$ cat config.mk
export PLATFORM = sky130hd
export DESIGN_NAME = tile_texture_gen
export DESIGN_NICKNAME = d
export VERILOG_FILES = /design/src/rtl/tile_texture_gen.sv
export SDC_FILE = /design/constraint.sdc
export NUM_CORES = 1
export LEC_CHECK = 0
export ABC_AREA = 1
export CORE_UTILIZATION = 45
export DETAILED_ROUTE_END_ITERATION = 10
export PLACE_DENSITY = 0.82
export REMOVE_ABC_BUFFERS = 1
export SLEW_MARGIN = 0
export SYNTH_ARGS = -nofsm -noshare
export SYNTH_HDL_FRONTEND = slang
export SYNTH_SLANG_ARGS = --single-unit
$ cat constraint.sdc
create_clock -name clk -period 2.15 [get_ports clk]
set_clock_uncertainty 0.1 [all_clocks]
set_input_delay 0.43 -clock clk [delete_from_list [all_inputs] [get_ports clk]]
set_output_delay 0.43 -clock clk [all_outputs]
set_load 0.01 [all_outputs]
$ cat src/rtl/tile_texture_gen.sv
// Tile texture generator: tile-local ROM address, latency-matched timing, colour select; optional TILE_ANIM_EN animation.
// Latency ROM_LAT+1 cycles (texture_addr combinational); no backpressure, one pixel accepted per clk.
module tile_texture_gen #(
  parameter int          TILE_LOG2 = 5,
  parameter int          TEX_BITS  = 3,
  parameter int          ANIM_LOG2 = 1,
  parameter int          ANIM_DIV  = 8,
  parameter int          ROM_LAT   = 1,
  parameter logic [11:0] KEY_COLOR = 12'hF0F,
  localparam int         AW        = TEX_BITS + ANIM_LOG2 + 2 * TILE_LOG2
) (
  input  logic                clk,
  input  logic                rst_n,
  input  logic                hsync,
  input  logic                vsync,
  input  logic                hblank,
  input  logic                vblank,
  input  logic [10:0]         hcount,
  input  logic [10:0]         vcount,
  input  logic [11:0]         rgb,
  input  logic [TEX_BITS-1:0] texture_number,
  input  logic                inversion,
  input  logic                transparent_en,
  input  logic                anim_hold,
  output logic [AW-1:0]       texture_addr,
  input  logic [11:0]         texture_rgb,
  output logic                hsync_out,
  output logic                vsync_out,
  output logic                hblank_out,
  output logic                vblank_out,
  output logic [10:0]         hcount_out,
  output logic [10:0]         vcount_out,
  output logic [11:0]         rgb_out
);

  typedef struct packed {
    logic        hs;
    logic        vs;
    logic        hb;
    logic        vb;
    logic [10:0] hc;
    logic [10:0] vc;
  } tim_t;

  typedef struct packed {
    tim_t        tim;
    logic [11:0] rgb;
    logic        inv;
    logic        tr;
  } pix_t;

  pix_t                 pix_in;
  pix_t                 pix_al;
  tim_t                 tim_q;
  logic [11:0]          rgb_out_q;
  logic [11:0]          rgb_d;
  logic [ANIM_LOG2-1:0] anim_frame;

  always_comb begin
    pix_in        = '0;
    pix_in.tim.hs = hsync;
    pix_in.tim.vs = vsync;
    pix_in.tim.hb = hblank;
    pix_in.tim.vb = vblank;
    pix_in.tim.hc = hcount;
    pix_in.tim.vc = vcount;
    pix_in.rgb    = rgb;
    pix_in.inv    = inversion;
    pix_in.tr     = transparent_en;
  end

  assign texture_addr = {texture_number, anim_frame,
                         vcount[TILE_LOG2-1:0], hcount[TILE_LOG2-1:0]};

  // Pixel attributes ride alongside the ROM access so they meet texture_rgb.
  generate
    if (ROM_LAT == 0) begin : g_nodl
      assign pix_al = pix_in;
    end else begin : g_dl
      pix_t dl_q [ROM_LAT];
      always_ff @(posedge clk) begin
        if (!rst_n) begin
          for (int i = 0; i < ROM_LAT; i++) dl_q[i] <= '0;
        end else begin
          dl_q[0] <= pix_in;
          for (int i = 1; i < ROM_LAT; i++) dl_q[i] <= dl_q[i-1];
        end
      end
      assign pix_al = dl_q[ROM_LAT-1];
    end
  endgenerate

  always_comb begin
    rgb_d = texture_rgb;
    if (pix_al.tim.hb || pix_al.tim.vb) begin
      rgb_d = 12'h000;
    end else if (pix_al.tr && (texture_rgb == KEY_COLOR)) begin
      rgb_d = pix_al.rgb;
    end else if (pix_al.inv) begin
      rgb_d = ~texture_rgb;
    end
  end

  always_ff @(posedge clk) begin
    if (!rst_n) begin
      tim_q     <= '0;
      rgb_out_q <= '0;
    end else begin
      tim_q     <= pix_al.tim;
      rgb_out_q <= rgb_d;
    end
  end

  assign hsync_out  = tim_q.hs;
  assign vsync_out  = tim_q.vs;
  assign hblank_out = tim_q.hb;
  assign vblank_out = tim_q.vb;
  assign hcount_out = tim_q.hc;
  assign vcount_out = tim_q.vc;
  assign rgb_out    = rgb_out_q;

`ifdef TILE_ANIM_EN
  logic                 vs_q;
  logic                 arm_q;
  logic                 vs_rise;
  logic [7:0]           frame_div_q;
  logic [7:0]           frame_div_d;
  logic [ANIM_LOG2-1:0] anim_frame_q;
  logic [ANIM_LOG2-1:0] anim_frame_d;

  // arm_q masks the first cycle after reset so a vsync already high is not an edge.
  assign vs_rise = vsync & ~vs_q & arm_q & ~anim_hold;

  always_comb begin
    frame_div_d  = frame_div_q;
    anim_frame_d = anim_frame_q;
    if (vs_rise) begin
      if (frame_div_q == 8'(ANIM_DIV - 1)) begin
        frame_div_d  = 8'd0;
        anim_frame_d = anim_frame_q + ANIM_LOG2'(1);
      end else begin
        frame_div_d  = frame_div_q + 8'd1;
      end
    end
  end

  always_ff @(posedge clk) begin
    if (!rst_n) begin
      vs_q         <= 1'b0;
      arm_q        <= 1'b0;
      frame_div_q  <= '0;
      anim_frame_q <= '0;
    end else begin
      vs_q         <= vsync;
      arm_q        <= 1'b1;
      frame_div_q  <= frame_div_d;
      anim_frame_q <= anim_frame_d;
    end
  end

  assign anim_frame = anim_frame_q;
`else
  logic unused_anim_hold;
  assign unused_anim_hold = anim_hold;
  assign anim_frame       = '0;
`endif

endmodule

==> results of run 1 <==
==> registers in the layout (all words and copies together) (netlist names) <==
| signal | flops |
|---|---|
| vsync_out | 1 |
| rgb_out | 12 |
| hsync_out | 1 |
| g_dl.dl_q | 40 |
| hcount_out | 11 |
| vcount_out | 11 |
| hblank_out | 1 |
| vblank_out | 1 |
==> cell usage after synthesis, drive strengths merged <==
master and instances:
dfxtp 78, inv 70, nand3 2, buf 23, conb 1, clkbuf 2, nand2 95, nor2 27
nor3b 1, xnor2 12
==> worst register-to-register path: stages, from the launching register on <==
cell and delay, ns:
dfxtp_1 0.74, xnor2_1 0.19, nand2_1 0.07, nand2_1 0.07
nor2_1 0.04
==> stage by stage <==
stage / cell area [um2] / total power [W] / cells / setup slack, ns
3_3_place_gp: 3552 / 0.001898 / 464 / 0.1784
3_5_place_dp: 3552 / 0.001909 / 464 / 0.1682
5_1_grt: 3799 / 0.003320 / 480 / 0.1388
6_report: 3799 / 0.003174 / 480 / 0.1484
4_1_cts: 3799 / 0.003212 / 480 / 0.1424
2_1_floorplan: 2419 / 0.001676 / 286 / 0.8203
==> power breakdown <==
part / switching [W] / leakage, nW / total, W / internal [W]
Combinational: 0.000126 / 1.28 / 0.000329 / 0.000203
Sequential: 0.0000237 / 0.646 / 0.00154 / 0.00152
Clock: 0.000502 / 0.126 / 0.00130 / 0.000801
Total: 0.000653 / 2.06 / 0.00317 / 0.00252
==> cell type report <==
cell class / instances / area (um2)
clock inverters: 6 / 108.9
clock buffers: 10 / 137.6
flip-flops and latches: 78 / 1562
repair buffers: 106 / 1044
fillers: 449 / 1708
inverters: 70 / 262.8
well taps: 72 / 90.09
multi-input cells: 138 / 594.3
==> routing by layer <==
layer | vias up | share of wire
met2 | 70 | 0.50
met3 | 10 | 0.10
li1 | 1030 | -
met5 | - | 0
met1 | 833 | 0.38
met4 | 0 | 0.019
==> kinds of logic after synthesis <==
family | count (synthesis) | share of synthesized area
simple gates | 125 | 0.1878
buf+inv | 95 | 0.1660
flops | 78 | 0.6041
xor+xnor | 12 | 0.04066
other cells | 1 | 0.001451
==> final timing paths <==
kind	slack (ns)	cells after the start	to	startpoint
hold reg to reg	0.31	2	vcount_out[3]	g_dl.dl_q[0][17]
setup reg to reg	0.84	4	rgb_out[1]	g_dl.dl_q[0][1]
hold / removal	0.31	2	vcount_out[3]	g_dl.dl_q[0][17]
setup / recovery	0.15	2	texture_addr[9]	vcount[4]
==> summary.md, run 1 <==
| Metric | Value |
|---|---|
| CP Max Fanout | `2` |
| Number of max-cap violations | `0` |
| CP Class | `in -> out` |
| CP Buf/Inv Count | `2` |
| Netlist Area Pre-Place | `0.002585 mm2` |
| Met2 usage | `0.2947` |
| Nets | `461` |
| Status | `finished clean` |
| Slowest Stage Delay on Critical Path | `0.55 ns` |
| Synth top area cells | `dfxtp_1 60%, nand2_1 14%, inv_1 10%` |
| Gpl congestion | `0.7601` |
| Initial antenna violation count | `0` |
| Final core utilization | `0.6898` |
| CP max-delay cell | `clkdlybuf4s50_1` |
| Hold Slack | `0.3119 ns` |
| Worst VDD drop | `511.6 uV` |
| CTS tree | `built` |
| Area leader, netlist | `dfxtp_1` |
| RSZ-0062 raised after global routing | `no` |
| Worst slew pin tran | `0.6551 ns` |
| Layout area overhead | `46.95%` |
| Die height | `77.79 um` |
| Crit path capture type | `output port` |
| Ratio of cells with drive above 1 in the final layout | `0.05882` |
| Die area | `0.006051 mm2` |
| Top delay family on crit path | `buffers and inverters` |
| # port buffers | `101` |
| Initial DRC Count | `65` |
| Initial Util | `0.4694` |
| Total grt overflow | `0` |
| Number of vias per cell | `4.048` |
| Final max-slew violation count | `0` |
| H-tree levels | `3` |
| Slew HR | `0.5627` |
| Sink Count | `78` |
| Leakage | `2.057 nW` |
| Hold/Removal Path Class | `reg -> reg` |
| Root Buffer | `clkbuf_8` |
| TritonCTS buffer count | `9` |
| Number of I/O pins | `110` |
| Most frequent cells in the layout | `100 x clkdlybuf4s50_1, 95 x nand2_1, 78 x dfxtp_1` |
| Total core area | `0.005507 mm2` |
| Setup TNS | `0 ns` |
| Diode count | `0` |
| Worst EP arrival | `1.47 ns` |
| Worst-Skew Late Latency | `0.34 ns` |
| DR vias | `1,943` |
| WL per Instance | `9.613 um` |
| Fmax | `499.6 MHz` |
| Yosys warnings | `0` |
| Cts-stage hold buffer count | `0` |
| M1 GR Usage | `0.1512` |
| Crit share post-route | `0.9310` |
| Setup Viol. Count Final | `0` |
| Site row count | `27` |
| Setup bufs post-CTS | `0` |
| Total Routing Usage GR | `0.1645` |
| Min Tclk post-route | `2.002 ns` |
| Largest net degree at the start of global routing | `42` |
| First-pass GRT wire length | `7500 um` |
| Hpwl dp | `3367 um` |
| Initial DRT Pass Iterations | `4` |
| Met3 Resource Use GR | `0.08000` |
| WP data required | `1.62 ns` |
| Count of final hold-check violations | `0` |
| P per Cell Area | `835.5 mW/mm2` |
| Most crowded layer after global routing | `met2` |
| Avg Cell Area, Syn | `8.312 um2` |
| Gate Count Post-Synth | `311` |
| CP Cell Sequence | `clkdlybuf4s50_1 -> clkdlybuf4s50_1` |
| Clock transition at the registers of the reported paths | `0.07 ns` |
| Die W | `77.79 um` |
| CP most frequent cell | `clkdlybuf4s50_1` |
| CP Launch Type | `input pin` |
| Share of the synthesized area in the top cell type | `0.6041` |
| CTS Buffer Depth | `2` |
| Commonest non-fill, non-tap cell in the layout | `clkdlybuf4s50_1` |
| Gates resized, CTS repair | `0` |
| FF+latch count, synth | `78` |
| Detailed-route DRC error count | `0` |
| Vias in the first global route | `1,861` |
| Seq/Total Area, Yosys | `0.6041` |
| Antenna Nets Post-Route | `0` |
| Detailed Route WL | `4614 um` |
| Post-synth cell types | `13` |
(Power assumes the default switching activity.)
==> inputs of run 2 (changes only) <==
- PLACE_DENSITY: 0.82 -> 0.83
==> summary.md, run 2 (synthesized netlist as in run 1, its figures left out) <==
| Metric | Value |
|---|---|
| Largest net degree at the start of global routing | `38` |
| First-pass GRT wire length | `7665 um` |
| RR Startpoint | `g_dl.dl_q[0][1]` |
| CP Capture Point | `texture_addr[2]` |
| Detailed-route DRC error count | `0` |
| Max reg flops | `40` |
| Hold/Removal Path Class | `reg -> reg` |
| Site row count | `27` |
| CP Cell Sequence | `clkdlybuf4s50_1 -> clkdlybuf4s50_1` |
| Worst-Skew Late Latency | `0.33 ns` |
| CP Depth | `2` |
| Vias in the first global route | `1,799` |
| DR vias | `1,932` |
| R2R Setup Slk | `0.88 ns` |
| Area of the multi-input gates | `594.3 um2` |
| Met2 usage | `0.2858` |
| Commonest non-fill, non-tap cell in the layout | `clkdlybuf4s50_1` |
| Detailed Route WL | `4637 um` |
| Number of fill cells | `443` |
| P per Cell Area | `817.2 mW/mm2` |
| Die height | `77.79 um` |
| CP most frequent cell | `clkdlybuf4s50_1` |
| CTS tree | `built` |
| Cts-stage hold buffer count | `0` |
| Gates resized, CTS repair | `0` |
| Min Tclk post-route | `1.984 ns` |
| Antenna Nets Post-Route | `0` |
| CTS Buffer Depth | `2` |
| Number of vias per cell | `4.025` |
| Hold Slack | `0.3134 ns` |
| Diode count | `0` |
| Initial Util | `0.4694` |
| Ratio of cells with drive above 1 in the final layout | `0.05882` |
| Slowest Stage Delay on Critical Path | `0.54 ns` |
| TritonCTS buffer count | `9` |
| Initial DRC Count | `52` |
| Nets | `461` |
| Most frequent cells in the layout | `100 x clkdlybuf4s50_1, 95 x nand2_1, 78 x dfxtp_1` |
| Root Buffer | `clkbuf_8` |
| Hpwl dp | `3322 um` |
| Clock transition at the registers of the reported paths | `0.07 ns` |
| Worst slew pin tran | `0.6205 ns` |
| FF-to-FF End | `rgb_out[6]` |
| CP max-delay cell | `clkdlybuf4s50_1` |
| Gpl congestion | `0.7302` |
| CP Buf/Inv Count | `2` |
| Sequential cell area | `0.001562 mm2` |
| Status | `finished clean` |
| Sink Count | `78` |
| CP Class | `in -> out` |
| Pwr Total | `0.003093 W` |
| H-tree levels | `3` |
| RSZ-0062 raised after global routing | `no` |
| CP Launch Type | `input pin` |
| Total Routing Usage GR | `0.1676` |
| Die W | `77.79 um` |
| Number of I/O pins | `110` |
| Setup bufs post-CTS | `0` |
| Total core area | `0.005507 mm2` |
| WL per Instance | `9.660 um` |
| Setup TNS | `0 ns` |
| Crit path capture type | `output port` |
| Die area | `0.006051 mm2` |
| Fmax | `504.0 MHz` |
| Leakage | `2.046 nW` |
| CP Max Fanout | `2` |
| Final max-slew violation count | `0` |
| Final Non-Filler Cells | `480` |
| Total grt overflow | `0` |
| Reg2Reg Depth | `4` |
| Cells after DPL | `464` |
| Slew HR | `0.5858` |
| Setup Viol. Count Final | `0` |
| Layout area overhead | `46.42%` |
| CP Launch Point | `hcount[2]` |
| Top delay family on crit path | `buffers and inverters` |
| Crit share post-route | `0.9229` |
| Worst VDD drop | `473.7 uV` |
| Count of final hold-check violations | `0` |
| Worst EP arrival | `1.45 ns` |
| Most crowded layer after global routing | `met2` |
| Number of max-cap violations | `0` |
| M1 GR Usage | `0.1678` |
| # port buffers | `101` |
| Largest register by flop count | `g_dl.dl_q` |
| Initial DRT Pass Iterations | `4` |
| Met3 Resource Use GR | `0.08000` |
| WP data required | `1.62 ns` |
| Initial antenna violation count | `0` |
-- run 2: worst min path at each step --
stage	cells after the start	endpoint	from
after floorplan	2	hcount_out[0]	g_dl.dl_q[0][25]
after global placement	2	hcount_out[7]	g_dl.dl_q[0][32]
after detailed placement	2	vcount_out[5]	g_dl.dl_q[0][19]
after CTS	3	g_dl.dl_q[0][6]	rst_n
after global routing	3	g_dl.dl_q[0][6]	rst_n
final	2	vcount_out[3]	g_dl.dl_q[0][17]
-- run 2: stage by stage --
| stage | setup slack (ns) | area [um2] | utilization |
|---|---|---|---|
| 3_3_place_gp | 0.1793 | 3552 | 0.6451 |
| 5_1_grt | 0.1340 | 3785 | 0.6873 |
| 2_1_floorplan | 0.8203 | 2419 | - |
| 3_5_place_dp | 0.1652 | 3552 | 0.6451 |
| 4_1_cts | 0.1629 | 3785 | 0.6873 |
| 6_report | 0.1657 | 3785 | 0.6873 |
-- run 2: report_power, final --
group	total, W	internal [W]	switching [W]	leakage [nW]
combinational	0.000331	0.000203	0.000128	1.28
sequential	0.00154	0.00152	0.0000231	0.646
clock	0.00122	0.000717	0.000504	0.116
-- run 2: cell type report --
cell class | instances | area share
Sequential cell | 78 | 0.4126
Timing Repair Buffer | 106 | 0.2757
Multi-Input combinational cell | 138 | 0.1570
Inverter | 70 | 0.06942
Clock buffer | 11 | 0.04000
Tap cell | 72 | 0.02380
Clock inverter | 5 | 0.02149
-- run 2: layer usage --
layer | up-vias | wire length [um]
li1 | 1033 | -
met1 | 816 | 1833
met2 | 73 | 2198
met3 | 10 | 508
met4 | 0 | 98
met5 | - | 0
